File: src/rtl/digit_scan_mux.sv
// digit_scan_mux: time-multiplexed seven-segment scanner with a tear-free per-frame digit snapshot.
// Optional macro LEADING_ZERO_BLANK_EN blanks leading zero digits above digit 0.
module digit_scan_mux #(
  parameter  int DIGITS = 8,
  parameter  int NIB_W  = 4,
  parameter  int DIV    = 100000,
  localparam int SEL_W  = $clog2(DIGITS)
) (
  input  logic                    clk,
  input  logic                    rst,
  input  logic [DIGITS*NIB_W-1:0] data_in,
  input  logic [DIGITS-1:0]       digit_en,
  input  logic                    hold,
  output logic [SEL_W-1:0]        digit_sel,
  output logic [NIB_W-1:0]        digit_val,
  output logic [DIGITS-1:0]       an_n,
  output logic                    blank,
  output logic                    frame_done
);
  localparam int CNT_W = (DIV > 1) ? $clog2(DIV) : 1;

  logic [CNT_W-1:0]             cnt;
  logic [SEL_W-1:0]             sel;
  logic [DIGITS-1:0][NIB_W-1:0] snap;
  logic                         load_pend;
  logic                         tick, last, load;
  logic [DIGITS-1:0]            lz;
  logic                         blank_nxt;
  logic [DIGITS-1:0]            an_nxt;

  assign tick = (cnt == CNT_W'(DIV - 1));
  assign last = (sel == SEL_W'(DIGITS - 1));
  // Reload only at the frame wrap so a frame never mixes old and new digits.
  assign load = load_pend | (tick & last & ~hold);

  always_ff @(posedge clk or posedge rst) begin
    if (rst) begin
      cnt        <= '0;
      sel        <= '0;
      snap       <= '0;
      load_pend  <= 1'b1;
      frame_done <= 1'b0;
    end else begin
      cnt        <= tick ? '0 : cnt + CNT_W'(1);
      if (tick) sel <= last ? '0 : sel + SEL_W'(1);
      if (load) snap <= data_in;
      load_pend  <= 1'b0;
      frame_done <= tick & last;
    end
  end

`ifdef LEADING_ZERO_BLANK_EN
  // zero_up[i]: snapshot digits i..DIGITS-1 are all zero.
  logic [DIGITS:1] zero_up;
  assign zero_up[DIGITS] = 1'b1;
  assign lz[0]           = 1'b0;
  for (genvar i = 1; i < DIGITS; i++) begin : g_lz
    assign zero_up[i] = zero_up[i+1] & (snap[i] == '0);
    assign lz[i]      = zero_up[i];
  end
`else
  assign lz = '0;
`endif

  always_comb begin
    blank_nxt = ~digit_en[sel] | lz[sel];
    an_nxt    = '1;
    if (!blank_nxt) an_nxt[sel] = 1'b0;
  end

  always_ff @(posedge clk or posedge rst) begin
    if (rst) begin
      digit_sel <= '0;
      digit_val <= '0;
      an_n      <= '1;
      blank     <= 1'b1;
    end else begin
      digit_sel <= sel;
      digit_val <= snap[sel];
      an_n      <= an_nxt;
      blank     <= blank_nxt;
    end
  end
endmodule

File: config.mk
export PLATFORM = sky130hd
export DESIGN_NAME = digit_scan_mux
export DESIGN_NICKNAME = d
export VERILOG_FILES = /design/src/rtl/digit_scan_mux.sv
export SDC_FILE = /design/constraint.sdc
export NUM_CORES = 1
export LEC_CHECK = 0
export BUFFER_PORTS_ARGS = -buffer_cell sky130_fd_sc_hd__buf_2
export CAP_MARGIN = 20
export CORE_MARGIN = 2
export CORE_UTILIZATION = 55
export DETAILED_ROUTE_END_ITERATION = 16
export PLACE_DENSITY = 0.79
export RECOVER_POWER = 50
export SYNTH_ARGS = -nofsm -noshare
export SYNTH_HDL_FRONTEND = slang
export SYNTH_SLANG_ARGS = --single-unit
File: constraint.sdc
create_clock -name clk -period 3.2 [get_ports clk]
set_clock_uncertainty 0.15 [all_clocks]
set_input_delay 0.32 -clock clk [delete_from_list [all_inputs] [get_ports clk]]
set_output_delay 0.32 -clock clk [all_outputs]
set_load 0.03 [all_outputs]
# --- Yosys cells after proc, flatten, opt, wreduce, memory -nomap -nowiden ---
# Memory sizes are Yosys's and may differ from the RTL's.
# Cells that the tools add are included.
word_totals:
  ff_bits: 70
  romBits: 8
  inputBits: 43
  output_inout_bits: 17
  wordCells: 41
  memories: 1
op_classes:
  addsub: 2
  n_lt_le_gt_ge: 2
  eq_ne: 2
  n_mux: 10
  bitwise_logic: 7
  n_reduce_logical: 1
mem_list:
  columns: ["memory", "words", "width", "rd", "rd_ports_with_merged_regs", "write_ports", "line", "rtl"]
  rows:
  - ["(no name shown)", 8, 1, 1, 0, 0, "66", "blank_nxt = ~digit_en[sel] | lz[sel];"]
ops:
  columns: ["cell", "n"]
  rows:
  - ["17-bit by 1-bit adder with 17-bit output (second input constant)", 1]
  - ["17-bit == test (second input constant)", 1]
  - ["17-bit two-way mux", 1]
  - ["4-bit binary-select mux with 3-bit select", 1]
  - ["8-bit two-way mux", 1]
  - ["8-bit inverter", 1]
  - ["3-bit by 4-bit < comparator with 1-bit output (second input constant)", 1]
  - ["4-bit two-way mux", 1]
  - ["3-bit by 1-bit adder with 3-bit output (second input constant)", 1]
  - ["1-bit binary-select mux with 3-bit select", 1]
  - ["1-bit demux with 3-bit select", 1]
  - ["3-bit == test (second input constant)", 1]
  - ["3-bit by 1-bit greater-or-equal comparator with 1-bit output (second input constant)", 1]
  - ["1-bit two-way mux", 3]
  - ["3-bit two-way mux", 1]
  - ["1-bit AND", 2]
  - ["1-bit inverter", 2]
  - ["1-bit bitwise OR", 2]
  - ["1-bit logical AND", 1]

# --- Longest topological paths before layout ---
# Gate-level depths: netlist of run 1.
depth:
  depth_word: 6
  ltp_mapped: 6
  mapped_depth_nobuf: 5

# --- Worst setup path after synthesis of run 1 ---
# Ideal clock, no wire load.
synth_path:
  path_kind: "register to register"
  from: "register cnt[12]"
  to: "register snap[0] (netlist name)"
  setup_ps: 125
  t_arrival_ps: 1973
  t_required_ps: 2925
  setup_slack_ps: 951
  path_stages_with_launch: 6
  path_buffers: 1
  period_less_slack_ps: 2249
  path_cell_list: "dfrtp_1 or4b_1 nor4_4 a31oi_4 buf_6 mux2_4"
synth_via:
  elab_chain_cells: 4
synth_rtl:
  columns: ["item", "line", "rtl"]
  rows:
  - ["start: declaration", "22", "logic [CNT_W-1:0] cnt;"]
  - ["start signal: assignment", "44", "cnt <= tick ? '0 : cnt + CNT_W'(1);"]
  - ["17-bit == test", "31", "assign tick = (cnt == CNT_W'(DIV - 1));"]
  - ["1-bit AND (2 in series)", "34", "assign load = load_pend | (tick & last & ~hold);"]
  - ["1-bit bitwise OR", "34", null]
  - ["end signal: assignment", "46", "if (load) snap <= data_in;"]
  - ["end: declaration", "24", "logic [DIGITS-1:0][NIB_W-1:0] snap;"]
# Every way passes these cells.
# A chain may end at the register's enable or synchronous reset.

# --- Worst setup path after layout of run 1 ---
layout_path:
  from: "register cnt[12]"
  to: "register snap[28] (netlist name)"
# Same word-level chain as after synthesis.

==> results of run 1 <==
## power breakdown
part	internal [uW]	total (uW)	switching, uW
Sequential	934	961	26.5
Combinational	101	172	70.9
Clock	402	726	324
Total	1440	1860	421
## area by class of cell
| type | count | area share, % |
|---|---|---|
| clock buffer | 13 | 4.26 |
| sequential | 70 | 47.3 |
| timing repair buffer | 71 | 10.1 |
| clock inverter | 3 | 1.14 |
| multi-input combinational | 141 | 34.5 |
| inverter | 3 | 0.302 |
| tap | 72 | 2.42 |
## cell families after synthesis
kind of cell	share of synthesized area (%)
flops	56.5
simple gates	12.6
mux	19.3
compound gates	3.93
xor+xnor	3.92
buf+inv	2.40
fa+ha+maj	1.20
other cells	0.120
## layer usage
layer	share of wire [%]	GRT usage, %	vias up
met3	4.2	5.77	8
met2	46	32.0	54
li1	-	-	946
met4	1.5	10.2	0
met5	0	0	-
met1	48	29.8	993
## cell usage after synthesis (2+ instances only)
library cell / count
dfrtp_1: 60
mux2_4: 30
nor2_1: 14
dfstp_2: 10
nand4_1: 9
xor2_1: 9
nand3_1: 8
clkbuf_1: 7
mux2_2: 7
nand2_1: 6
nand3b_1: 6
xnor2_1: 5
a21oi_1: 4
and3_1: 4
and4_1: 4
nor2b_1: 4
a22oi_1: 3
and2_1: 3
buf_6: 3
ha_1: 3
inv_1: 3
mux2i_1: 3
a211o_1: 2
mux4_2: 2
nand4b_1: 2
o21ai_0: 2
## critical path, cell delays in order, from the launching register on
cell and delay (ns):
dfrtp_1 0.42, or4b_1 0.59, nor4_4 0.31, a31oi_4 0.35
buf_12 0.30, mux2_4 0.30
## stage by stage
step | util (%) | area, sq um
finish | 67.7 | 3730
global route | 67.7 | 3730
CTS | 68.3 | 3760
detailed placement | 63.8 | 3510
global placement | 63.8 | 3510
floorplan | - | 3120
## flip-flops by register name, indices dropped and copies added, names as in the netlist
register / cells
an_n: 8
blank: 1
cnt: 17
digit_sel: 3
digit_val: 4
frame_done: 1
load_pend: 1
sel: 3
snap: 32
## cells in the final DEF, fill, tap and decap left out, drive strengths merged, types with 2 or more instances in the layout
| cell type | Yosys | final |
|---|---|---|
| nand3b | 6 | 6 |
| and4 | 4 | 4 |
| nor2b | 4 | 4 |
| buf | 4 | 46 |
| nand4 | 9 | 9 |
| dfstp | 10 | 10 |
| a211o | 2 | 2 |
| dfrtp | 60 | 60 |
| mux4 | 2 | 2 |
| mux2 | 37 | 37 |
| mux2i | 3 | 3 |
| and3 | 4 | 4 |
| xor2 | 9 | 9 |
| nand3 | 8 | 8 |
| xnor2 | 5 | 5 |
| a22oi | 3 | 3 |
| and2 | 3 | 3 |
| dlygate4sd3 | 0 | 5 |
| ha | 3 | 3 |
| nand4b | 2 | 2 |
| clkbuf | 7 | 33 |
| o21ai | 2 | 2 |
| a21oi | 4 | 4 |
| nor2 | 14 | 14 |
| inv | 3 | 3 |
| nand2 | 6 | 6 |
## final timing paths
path	from	end	slack, ns	cells after the start
max	cnt[12]	snap[28]	0.65	5
min	digit_en[2]	an_n[2]	0.01	2
max reg2reg	cnt[12]	snap[28]	0.65	5
min reg2reg	cnt[0]	cnt[0]	0.34	1
max in group asynchronous	rst	load_pend	1.10	4
min in group asynchronous	rst	snap[15]	0.80	3
## repair_timing
action | 4_1_cts | 5_1_grt
buffers inserted | 0 | 0
hold buffers | 5 | 0
hold endpoints to repair | 15 | 0
resized for setup | 0 | 0
==> metrics, run 1 <==
Yosys reg bits 70; clock buffer count from CTS 9; CTS Root Cell clkbuf_8; pin count of the biggest net entering global routing a little over 40; area of the multi-input gates 0.00128 sq mm; # setup viols final 0; Post-Place Cells 352; Mean Syn Cell Area 13.9 sq um; initial antenna violation count 0; Slew HR 3.01%; first-pass GRT wire length 9850 um; CTS sink cnt 70; largest area contributor in the netlist dfrtp_1; Die W 79.4 um; Antenna Nets Post-Route 0; Crit Path Category flop to flop; Crit path required time 3.28 ns; Congestion Overflow GR 0; ys async rst share 100%; Vias/cell 5.36; Distinct cells, synth 38; Synth Cell Area 0.00312 sq mm; I/O Buffers ~60; Register Area 0.00176 sq mm; H-tree depth 3; Crit Path Max Fanout 18; # DRC 0; DP Worst Slack 0.661 ns; status completed; I/O pin count 60; antenna diode count 0; GRT Overall Usage 21.6%; routed len/inst between 15 and 20 um; Die ar. 0.00630 sq mm; dominant synthesized flop cell dfrtp_1; Clock Latency Late Sink 0.35 ns; Synth Warn # 0; Worst Hold Slack approximately 0.015 ns; Final min period 2.55 ns; drt first pass iters 4; RSZ-0062 raised after global routing false; Fmax achieved between 0.3 and 0.4 GHz; final period utilization 79.6%; Post-synth EDFFs 0; top post-synthesis cells by area dfrtp_1 48%, mux2_4 14%, dfstp_2 8.4%, mux2_2 2.5%, xor2_1 2.5%; CP Capture Type flop; Max-Cap Viols 0; setup TNS 0 ns; Pwr Density 498 mW/mm^2; Final nets 342; post-synthesis cell count 225; peak supply drop 0.000283 V; top cell type's share of synthesized area between 40 and 50%; Clock transition at path regs ~0.07 ns; synth-to-layout area growth 19.4%; total wire length 6210 um; CTS tree built; Worst-Margin Slew 1.45 ns; Synth Net Count 271; fill count 410; Seq/Total Area, Yosys 56.5%; WP data arrival 2.63 ns; vias in the first global route 1982; routed vias 2001; Die Y about 80 um; HPWL after DPL 4170 um; Worst Setup Slack, final 0.652 ns; Hold WC Path Type primary input to flop; Fin. Hold Viols 0; fin. max-slew vios 0; core area 0.00551 sq mm; fraction of layout cells with a size suffix above 1 36.5%; post-route total power around 1900 uW; num rows 27; Final GP Congestion 0.838; Worst setup SP type flop; CTS max path bufs 2; Final Non-Filler Cells 373; initial drt markers 139; initial core utilization 56.7%; Leak Pwr 0.00175 uW
No activity file was read; power rests on OpenSTA's default activity.
==> inputs of run 2 (changes only) <==
Clock period 3.2 ns to 2.38 ns, I/O delays scaled along.
==> run 2 against run 1 <==
Clock power up 12%. Sequential cell count unchanged. Cell count up 9.9%. Design area up 9.1%. Largest power group unchanged.
==> metrics, run 2 (synthesized netlist as in run 1, its figures left out) <==
status completed; num rows 27 (unchanged); CP Capture Type flop; Crit Path Category flop to flop; first-pass GRT wire length 10500 um (+6.7%); Antenna Nets Post-Route 0 (unchanged); Worst setup SP type flop; fin util 73.9% (+6.2 points); clock buffer count from CTS 9 (unchanged); setup TNS 0 ns (unchanged); antenna diode count 0 (unchanged); Hold WC Path Type flop to flop; routed len/inst 15.8 um (-5.5%); most frequent cells in the layout 60 x dfrtp_1, 58 x buf_2, 41 x dlygate4sd3_1; total wire length 6460 um (+3.9%); Crit Path Max Fanout 19 (+1); H-tree depth 3 (unchanged); peak supply drop 0.000392 V (+39%); reg2reg end snap[18]; pin count of the biggest net entering global routing 71 (+73%); WP data arrival 2.33 ns (-0.30 ns); I/O Buffers 59 (unchanged); worst hold endpoint cnt[0]; Fmax achieved 0.445 GHz (+13%); HPWL after DPL 3950 um (-5.3%); Final min period 2.25 ns (-0.302 ns); Vias/cell 5.24 (-2.4%); area of the multi-input gates 0.00128 sq mm (unchanged); hold wc startpoint cnt[0]; R2R Path Start cnt[13]; Reg2Reg Setup Slack 0.13 ns (-0.52 ns); post-CTS sizing 0 (unchanged); fill count 366 (-11%); # setup viols final 0 (unchanged); initial core utilization 56.7% (unchanged); Congestion Overflow GR 0 (unchanged); I/O pin count 60 (unchanged); crit-path cells or4b_1, nor4_4, a31oi_4, buf_4, mux2_4; Worst-Margin Slew 1.47 ns (+0.0137 ns); Die Y 79.4 um (unchanged); routed vias 2147 (+7.3%); Clock transition at path regs 0.07 ns (about the same); largest stage delay on the critical path 0.56 ns (-0.03 ns); Slew HR 2.20% (-0.81 points); Leak Pwr 0.00193 uW (+10%); Pwr Density 586 mW/mm^2 (+18%); synth-to-layout area growth 30.2%; commonest non-fill, non-tap cell in the layout dfrtp_1; Clock Latency Late Sink 0.35 ns (about the same); CTS max path bufs 2 (unchanged); GRT Overall Usage 22.6% (+0.98 points); Final GP Congestion 0.813 (-3.0%); core area 0.00551 sq mm (unchanged); Crit path required time 2.46 ns (-0.82 ns); Buf/Inv on CP 1 (unchanged); initial antenna violation count 0 (unchanged); Largest register FFs 32 (unchanged); Max stage delay cell, worst path or4b_1; Final nets 379 (+11%); final period utilization 94.4% (+15 points); fraction of layout cells with a size suffix above 1 38.5% (+1.9 points); Max-Cap Viols 0 (unchanged); CTS Root Cell clkbuf_8; fin. max-slew vios 0 (unchanged); Largest regs snap (32), cnt (17), an_n (8); CTS tree built; Die W 79.4 um (unchanged); crit-path leading delay family simple AND/OR/NAND/NOR gates; initial drt markers 129 (-7.2%); Register Area 0.00176 sq mm (unchanged); # DRC 0 (unchanged); Die ar. 0.00630 sq mm (unchanged); vias in the first global route 2146 (+8.3%); R2R cell count 5 (unchanged); drt first pass iters 4 (unchanged); Top reg by flops snap; RSZ-0062 raised after global routing false; hold path cells 1 (-1); CTS sink cnt 70 (unchanged); Fin. Hold Viols 0 (unchanged)
==> run 2: worst max path at each step <==
stage | from | end | slack [ns] | cells after the start
floorplan | cnt[12] | snap[0] | 0.13 | 5
global placement | cnt[13] | snap[19] | 0.17 | 5
detailed placement | cnt[13] | snap[6] | 0.14 | 5
CTS | cnt[13] | snap[18] | 0.13 | 5
global route | cnt[13] | snap[18] | 0.04 | 5
finish | cnt[13] | snap[18] | 0.13 | 5
==> run 2: report_power, final <==
group / switching (uW) / leakage (uW) / internal [uW] / total [uW]
combinational: 104 / 0.000992 / 173 / 276
clock: 443 / 0.0000885 / 369 / 813
sequential: 38.3 / 0.000847 / 1260 / 1290
==> run 2: repair_timing <==
item / 4_1_cts / 5_1_grt
hold endpoints to repair: 100 / 0
hold buffers: 41 / 0
buffers inserted: 0 / 0
==> run 2: cell type report <==
cell class,instances,share of cell area (%)
clock buffers,9,3.04
clock inverters,7,1.01
inverters,3,0.277
multi-input cells,141,31.6
flip-flops and latches,70,43.4
well taps,72,2.21
repair buffers,108,18.5
==> run 2: metal layers <==
layer  vias up  routed length (um)  track usage [%]  part of all wire, %
li1       1017                   -                -                    -
met3        19                 302             4.75                  4.7
met5         -                   0                0                    0
met4         0                 186             11.7                  2.9
met2        70                3000             35.3                   46
met1      1041                2970             29.9                   46
==> run 2: through the flow <==
step	instance area, sq um	total power, uW	hold slack, ns	worst slack, ns	std cells
4_1_cts	4090	2400	0.341	0.126	410
6_report	4070	2380	0.336	0.134	410
5_1_grt	4070	2470	0.371	0.0388	410
3_3_place_gp	3520	1530	0.187	0.168	353
2_1_floorplan	3120	1470	0.178	0.131	225
3_5_place_dp	3520	1540	0.197	0.136	353
